[src/rtl/h14tx_pattern_gen.sv]
// Mode-selectable test-pattern source for the h14tx video path.
// Takes DVO pixel coordinates and returns a registered RGB pixel; a debounced button cycles the mode.
module h14tx_pattern_gen #(
  parameter int BitWidth       = 12,
  parameter int BitHeight      = 11,
  parameter int ActiveWidth    = 1280,
  parameter int ActiveHeight   = 720,
  parameter int DebounceCycles = 1000000,
  parameter int CheckerLog2    = 5,
  parameter int LineStep       = 4,
  parameter int DefaultMode    = 0
) (
  input  logic                 clk,
  input  logic                 rst_n,
  input  logic [BitWidth-1:0]  x,
  input  logic [BitHeight-1:0] y,
  input  logic                 switch,
  output logic [2:0][7:0]      video,
  output logic [2:0]           mode,
  output logic                 frame_tick
);

  typedef logic [2:0][7:0] rgb_t;

  localparam int   BarWidth = ActiveWidth / 8;
  localparam int   DebW     = $clog2(DebounceCycles);
  localparam int   SumW     = BitWidth + 1;
  localparam logic [2:0]      ModeReset = 3'(DefaultMode);
  localparam logic [DebW-1:0] DebLast   = DebW'(DebounceCycles - 1);
  localparam logic [BitWidth-1:0] BarLast = BitWidth'(BarWidth - 1);
  localparam rgb_t White = 24'hFFFFFF;
  localparam rgb_t Grey  = 24'h111111;

  function automatic logic [2:0] next_mode(input logic [2:0] m);
    return (m >= 3'd5) ? 3'd0 : m + 3'd1;
  endfunction

  function automatic logic [BitWidth-1:0] advance_line(input logic [BitWidth-1:0] pos);
    logic [SumW-1:0] sum;
    sum = {1'b0, pos} + SumW'(LineStep);
    if (sum >= SumW'(ActiveWidth)) sum = sum - SumW'(ActiveWidth);
    return sum[BitWidth-1:0];
  endfunction

  function automatic logic [2:0] sat_inc(input logic [2:0] idx);
    return (idx == 3'd7) ? 3'd7 : idx + 3'd1;
  endfunction

  function automatic rgb_t bar_colour(input logic [2:0] idx);
    rgb_t c;
    case (idx)
      3'd0:    c = 24'hFFFFFF;
      3'd1:    c = 24'hFFFF00;
      3'd2:    c = 24'h00FFFF;
      3'd3:    c = 24'h00FF00;
      3'd4:    c = 24'hFF00FF;
      3'd5:    c = 24'hFF0000;
      3'd6:    c = 24'h0000FF;
      default: c = 24'h000000;
    endcase
    return c;
  endfunction

  logic                 sync_0, sync_1;
  logic                 deb_level;
  logic [DebW-1:0]      deb_cnt;
  logic                 press;
  logic [2:0]           pending;
  logic                 at_origin, prev_origin, frame_start;
  logic [15:0]          frame_cnt;
  logic [BitWidth-1:0]  line_pos;
  logic [2:0]           bar_idx, bar_idx_cur;
  logic [BitWidth-1:0]  bar_cnt, bar_cnt_cur;
  logic                 active;
  rgb_t                 pix;

  // Switch synchroniser and debouncer
  assign press = (sync_1 != deb_level) && (deb_cnt == DebLast) && sync_1;

  always_ff @(posedge clk or negedge rst_n) begin
    if (!rst_n) begin
      sync_0    <= 1'b0;
      sync_1    <= 1'b0;
      deb_level <= 1'b0;
      deb_cnt   <= '0;
      pending   <= ModeReset;
    end else begin
      sync_0 <= switch;
      sync_1 <= sync_0;
      if (sync_1 == deb_level) begin
        deb_cnt <= '0;
      end else if (deb_cnt == DebLast) begin
        deb_level <= sync_1;
        deb_cnt   <= '0;
      end else begin
        deb_cnt <= deb_cnt + 1'b1;
      end
      if (press) pending <= next_mode(pending);
    end
  end

  // Frame boundary: mode switch, frame count and moving-line advance.
  // prev_origin resets high so a release while parked at (0,0) is not a frame start.
  assign at_origin   = (x == '0) && (y == '0);
  assign frame_start = at_origin && !prev_origin;

  always_ff @(posedge clk or negedge rst_n) begin
    if (!rst_n) begin
      prev_origin <= 1'b1;
      frame_tick  <= 1'b0;
      mode        <= ModeReset;
      frame_cnt   <= '0;
      line_pos    <= '0;
    end else begin
      prev_origin <= at_origin;
      frame_tick  <= frame_start;
      if (frame_start) begin
        mode      <= pending;
        frame_cnt <= frame_cnt + 16'd1;
        line_pos  <= advance_line(line_pos);
      end
    end
  end

  // Bar tracking: the _cur values describe the pixel currently on x
  always_comb begin
    bar_idx_cur = bar_idx;
    bar_cnt_cur = bar_cnt + 1'b1;
    if (x == '0) begin
      bar_idx_cur = '0;
      bar_cnt_cur = '0;
    end else if (bar_cnt == BarLast) begin
      bar_idx_cur = sat_inc(bar_idx);
      bar_cnt_cur = '0;
    end
  end

  always_ff @(posedge clk or negedge rst_n) begin
    if (!rst_n) begin
      bar_idx <= '0;
      bar_cnt <= '0;
    end else begin
      bar_idx <= bar_idx_cur;
      bar_cnt <= bar_cnt_cur;
    end
  end

  // Pixel generation and output register
  assign active = (x < BitWidth'(ActiveWidth)) && (y < BitHeight'(ActiveHeight));

  always_comb begin
    pix = '0;
    case (mode)
      3'd0: pix = White;
      3'd1: pix = bar_colour(bar_idx_cur);
      3'd2: pix = (x[CheckerLog2] ^ y[CheckerLog2]) ? White : '0;
      3'd3: pix = {3{x[7:0]}};
      3'd4: pix = (x == line_pos) ? White : Grey;
      default: pix = '0;
    endcase
  end

  always_ff @(posedge clk or negedge rst_n) begin
    if (!rst_n) begin
      video <= '0;
    end else begin
      video <= active ? pix : '0;
    end
  end

endmodule

[config.mk]
export PLATFORM = sky130hd
export DESIGN_NAME = h14tx_pattern_gen
export DESIGN_NICKNAME = d
export VERILOG_FILES = /design/src/rtl/h14tx_pattern_gen.sv
export SDC_FILE = /design/constraint.sdc
export NUM_CORES = 1
export LEC_CHECK = 0
export BUFFER_PORTS_ARGS = -buffer_cell sky130_fd_sc_hd__buf_2
export CORE_ASPECT_RATIO = 0.7
export CORE_MARGIN = 8
export CORE_UTILIZATION = 50
export DETAILED_ROUTE_END_ITERATION = 12
export PLACE_DENSITY = 0.71
export SLEW_MARGIN = 25
export SYNTH_ARGS = -nofsm -noshare
export SYNTH_HDL_FRONTEND = slang
export SYNTH_SLANG_ARGS = --single-unit
[constraint.sdc]
create_clock -name clk -period 7.7 [get_ports clk]
set_input_delay 0.385 -clock clk [delete_from_list [all_inputs] [get_ports clk]]
set_output_delay 0.385 -clock clk [all_outputs]
set_load 0.005 [all_outputs]
* Word-level counts from Yosys, hierarchy flattened *
Cells that the tools add are included.

word-level totals
  bits in registers = 82
  latch bits = 0
  RAM bits = 0
  ROM bits = 0
  bits of input ports = 26
  output and inout port bits = 28
  logic and storage cells = 67
  memories = 0

operators by class
  add/subtract/negate cells = 6
  $mul = 0
  divide/modulo/power cells = 0
  magnitude comparators = 4
  equal/unequal tests = 16
  shift operators = 0
  multiplexer cells = 14
  bitwise operators = 2
  reductions and logical operators = 11

operators by type and width
  kind                                                                            number
  24-bit one-hot mux with 7 select lines                                          1
  24-bit one-hot mux with 5 select lines                                          1
  24-bit 2-to-1 mux                                                               3
  20-bit 2-to-1 mux                                                               2
  12-bit 2-to-1 mux                                                               3
  20-bit by 1-bit adder with 20-bit output, second input constant                 1
  20-bit == test, second input constant                                           1
  3-bit == test, second input constant                                            5
  12-bit by 3-bit adder with 13-bit output, second input constant                 1
  13-bit by 11-bit >= comparator with 1-bit output, second input constant         1
  12-bit by 1-bit adder with 12-bit output, second input constant                 1
  12-bit == test                                                                  1
  12-bit by 8-bit == test with 1-bit output, second input constant                1
  3-bit by 2-bit == test with 1-bit output, second input constant                 4
  12-bit logical NOT                                                              1
  12-bit by 11-bit less-than comparator with 1-bit output, second input constant  1
  3-bit 2-to-1 mux                                                                4
  12-bit by 11-bit subtractor with 12-bit output, second input constant           1
  11-bit logical NOT                                                              1
  11-bit by 10-bit less-than comparator with 1-bit output, second input constant  1
  3-bit by 1-bit adder with 3-bit output, second input constant                   2
  3-bit by 1-bit == test with 1-bit output, second input constant                 2
  3-bit logical NOT                                                               2
  1-bit logical AND                                                               5
  7 further kinds                                                                 7

* Depth between registers and ports, before layout *
  depth in word-level cells = 8
  depth in mapped cells = 12
  mapped depth without buffers = 10

* Worst setup path before layout *
OpenSTA, ideal clock, no wires.

  path kind = flip-flop to flip-flop
  start = register line_pos[2]
  end = register line_pos[10]
  library setup time = 0.124 ns
  arrival time = 2.395 ns
  required time = 7.576 ns
  setup slack = 5.181 ns
  cell stages (with the launch flop) = 11
  path buffers = 0
  period minus slack after synthesis = 2.519 ns
  path through = dfrtp_1 > ha_1 > nand3_2 > xnor2_1 > ha_1 > nand2_1 > nor3_1 > nor3b_4 > a211o_1 > and3_1 > o21bai_1

on the way
  word-level cells in the longest chain between the ends = 3
  elaborated cells on any way between the ends = 4
  those cells by class = add/sub: 2; order compare: 1; mux: 1

ends and longest elaborated chain
  what                                                                                                                RTL line  source
  start, declared                                                                                                     71        logic [BitWidth-1:0] line_pos;
  start signal, assigned                                                                                              120       line_pos <= advance_line(line_pos);
  12-bit by 3-bit adder with 13-bit output (*)                                                                        40        sum = {1'b0, pos} + SumW'(LineStep);
  12-bit by 11-bit subtractor with 12-bit output or 13-bit by 11-bit >= comparator with 1-bit output (tied branches)  41        if (sum >= SumW'(ActiveWidth)) sum = sum - SumW'(ActiveWidth);
  12-bit 2-to-1 mux (*)                                                                                               41

Every way passes the cells marked *; elsewhere a longest branch is shown, timed or not.
A chain may end at the register's enable or synchronous reset.

* Worst setup path in the final report *
  start = register line_pos[2]
  end = register line_pos[9]

The elaborated chain is that of the path after synthesis.

==> impl_metrics.csv <==
group,metric,value,unit
cts,hold_buffers,0,
detailed_routing,dr.pass1.iters,4,
worst_setup_path,worstPathRequired,7.98,ns
power_and_ir_drop,ir_drop,0.0000905,V
logic_synthesis,ys.flop_type,"dfrtp_1",
sta,setup_viol,0,
sta,finalCriticalPeriod,2.87,ns
cts,root_buffer,"clkbuf_8",
cts,cts_resized,0,
job,drv_cap,0,
worst_setup_path,crit_path_max_fanout,7,
worst_setup_path,slowest_delay,0.48,ns
cts,clk_pin_slew,0.09,ns
finish,nets,469,
logic_synthesis,synth_top_area_frac,0.503,
sta,finalHoldViolCount,0,
logic_synthesis,synth_enable_flop_cells,0,
finish,drive_gt1_frac,0.203,
finish,layout_common_cells,"dfrtp_1 (79), nor2_1 (52), buf_2 (52), a21oi_1 (30)",
sta,layout_setup_ws,4.83,ns
finish,post-route-cell-area,4490,µm²
cts,clock-sinks,80,
global_routing,overflow,0,
detailed_routing,drt_iter0_drc,255,
logic_synthesis,synth_area_leaders,"dfrtp_1 (50%), xor2_1 (5.8%), xnor2_1 (5.6%)",
status,status,"finished, final reports clean",
global_routing,grt_max_degree,81,
cts,h-tree-depth,3,
cts,cts_tree,"built",
worst_setup_path,slowest_stage,"dfrtp_1",
sta,rsz0062_at_grt,"no",
logic_synthesis,ys_types,50,
place,dpl_cell_area,4250,µm²
logic_synthesis,synth-seq-area-share,0.509,
sta,timing.fmax,348,MHz
floorplan,die_h,90.2,µm
logic_synthesis,yosysWarnings,0,
finish,final_common_cell,"dfrtp_1",
detailed_routing,vias,2879,
detailed_routing,drt-wirelength-per-cell,15.3,µm
logic_synthesis,ys_ff_latch,80,
logic_synthesis,yosysTopAreaCell,"dfrtp_1",
cts,post_cts_buffers,0,
floorplan,initial_core_util,0.508,
sta,slew_headroom,0.417,
worst_setup_path,end_kind,"flip-flop",
cts,clk_latency,0.36,ns
sta,drv_slew,0,
cts,clockBufferDepth,2,
floorplan,io_pins,54,
power_and_ir_drop,leakage,2.18,nW
finish,multi_input_area,1820,µm²
sta,tns,0,ns
logic_synthesis,syn_nets,419,
detailed_routing,wirelength,8280,µm
floorplan,core_area,7740,µm²
place,place_congestion,0.819,
detailed_routing,routed_via_density,5.32,
logic_synthesis,synthCells,384,
detailed_routing,antenna_left,0,
sta,finClkSkew,0.0105,ns
global_routing,grt_pass1_vias,2941,
place,hpwl,6150,µm
worst_setup_path,critical_path.cell_chain,"ha_1, nand3_2, xnor2_1, ha_1, nand2_1, nor3_1, nor3b_4, o21ai_0, nand2_1, a31oi_1",
logic_synthesis,avgSynthCellArea,10.2,µm²
worst_setup_path,startpoint_type,"flip-flop",
worst_setup_path,arrival,3.15,ns
finish,regArea,2000,µm²
global_routing,grt_pass1_wl,14400,µm
floorplan,row_count,27,
floorplan,die_w,122,µm
place,dpl_worst_slack,4.90,ns
cts,cts_buffers,9,
logic_synthesis,ys_async_sr_fraction,1.00,
finish,utilization,0.581,
sta,post-route-period-util,0.373,
place,numPortBuffers,53,
floorplan,die_area,11000,µm²
sta,worstMarginPinSlew,0.871,ns
logic_synthesis,syn_area,3930,µm²
power_and_ir_drop,p_per_area,198,nW/µm²
detailed_routing,drc,0,
min_path,hp-class,"in -> async",
worst_setup_path,critPathKind,"reg -> reg",
finish,nFillCells,684,
finish,area_growth,14.3,%
global_routing,grtUsageTotal,0.163,
global_routing,antenna_found_initial,1,
## path summary, 6_finish.rpt
kind	slack, ns	start	depth (start not counted)	to
max in group asynchronous	7.14	rst_n	1	pending[0]
worst min register to register	0.36	sync_0	0	sync_1
worst min-delay path	0.004	rst_n	1	deb_cnt[0]
min in group clk	0.13	switch	1	sync_0
worst max-delay path	4.83	line_pos[2]	10	line_pos[9]
worst max register to register	4.83	line_pos[2]	10	line_pos[9]
## kinds of logic after synthesis
kind of cell / synth area share
and+or+nand+nor: 0.195
DFF: 0.509
AOI/OAI and AO/OA: 0.101
buffers and inverters: 0.0293
muxes: 0.0194
adders and majority gates: 0.0286
xor gates and xnor gates: 0.118
## power breakdown
part / total (W) / leakage (nW) / switching, W / internal [W]
Combinational: 0.0000669 / 1.01 / 0.0000368 / 0.0000301
Sequential: 0.000463 / 1.06 / 0.0000207 / 0.000442
Clock: 0.000362 / 0.115 / 0.000172 / 0.000190
Total: 0.000892 / 2.18 / 0.000230 / 0.000662
## flip-flops by register name (all words and copies together) (netlist names)
register,cells
bar_idx,3
video,24
deb_cnt,20
sync_1,1
mode,3
bar_cnt,12
line_pos,10
frame_tick,1
sync_0,1
deb_level,1
pending,3
prev_origin,1
## per-layer routing
metal | vias up | GRT usage | wire [µm]
met5 | - | 0 | 0
met4 | 0 | 0.0542 | 44
met3 | 5 | 0.0450 | 434
met2 | 52 | 0.246 | 3840
met1 | 1396 | 0.219 | 3960
li1 | 1426 | - | -
## synth_stat cells, types with 2 or more instances
| cell | instances |
|---|---|
| o21ai_0 | 8 |
| clkbuf_1 | 5 |
| nand4_1 | 8 |
| xor2_1 | 26 |
| mux2i_1 | 2 |
| nand3b_1 | 2 |
| o21a_1 | 2 |
| ha_1 | 9 |
| mux2_2 | 5 |
| a21o_1 | 2 |
| a22oi_1 | 6 |
| inv_1 | 10 |
| a21oi_1 | 30 |
| nand2b_1 | 2 |
| nor3_1 | 6 |
| nor3b_1 | 2 |
| nor4_1 | 11 |
| buf_2 | 5 |
| a31oi_1 | 3 |
| nand2_1 | 26 |
| xnor2_1 | 25 |
| and3_1 | 11 |
| buf_4 | 3 |
| or2_2 | 2 |
| or3_1 | 2 |
| nor2_1 | 53 |
| dfrtp_1 | 79 |
| nand3_1 | 17 |
## final cells by class
| cell class | instances | share of cell area |
|---|---|---|
| flip-flops and latches | 80 | 0.446 |
| multi-input cells | 280 | 0.404 |
| repair buffers | 53 | 0.0604 |
| well taps | 101 | 0.0281 |
| clock buffers | 9 | 0.0276 |
| clock inverters | 7 | 0.0251 |
| inverters | 10 | 0.00835 |
| diodes | 1 | 0.000557 |
## critical path, delay by kind of cell (launching register included)
family	cells	cell delay, ns
simple gates	5	0.79
compound gates	2	0.57
fa+ha+maj	2	0.56
flops	1	0.48
xor+xnor	1	0.40
## per-stage QoR
stage                     total power [W]  hold WS (ns)  std cells
after detailed placement         0.000539         0.346        524
final                            0.000892       0.00393        541
after global placement           0.000537         0.343        524
after floorplan                  0.000506        0.0894        384
after global routing             0.000932        0.0797        541
after CTS                        0.000904         0.108        540
Power figures use the tool's default switching activity.
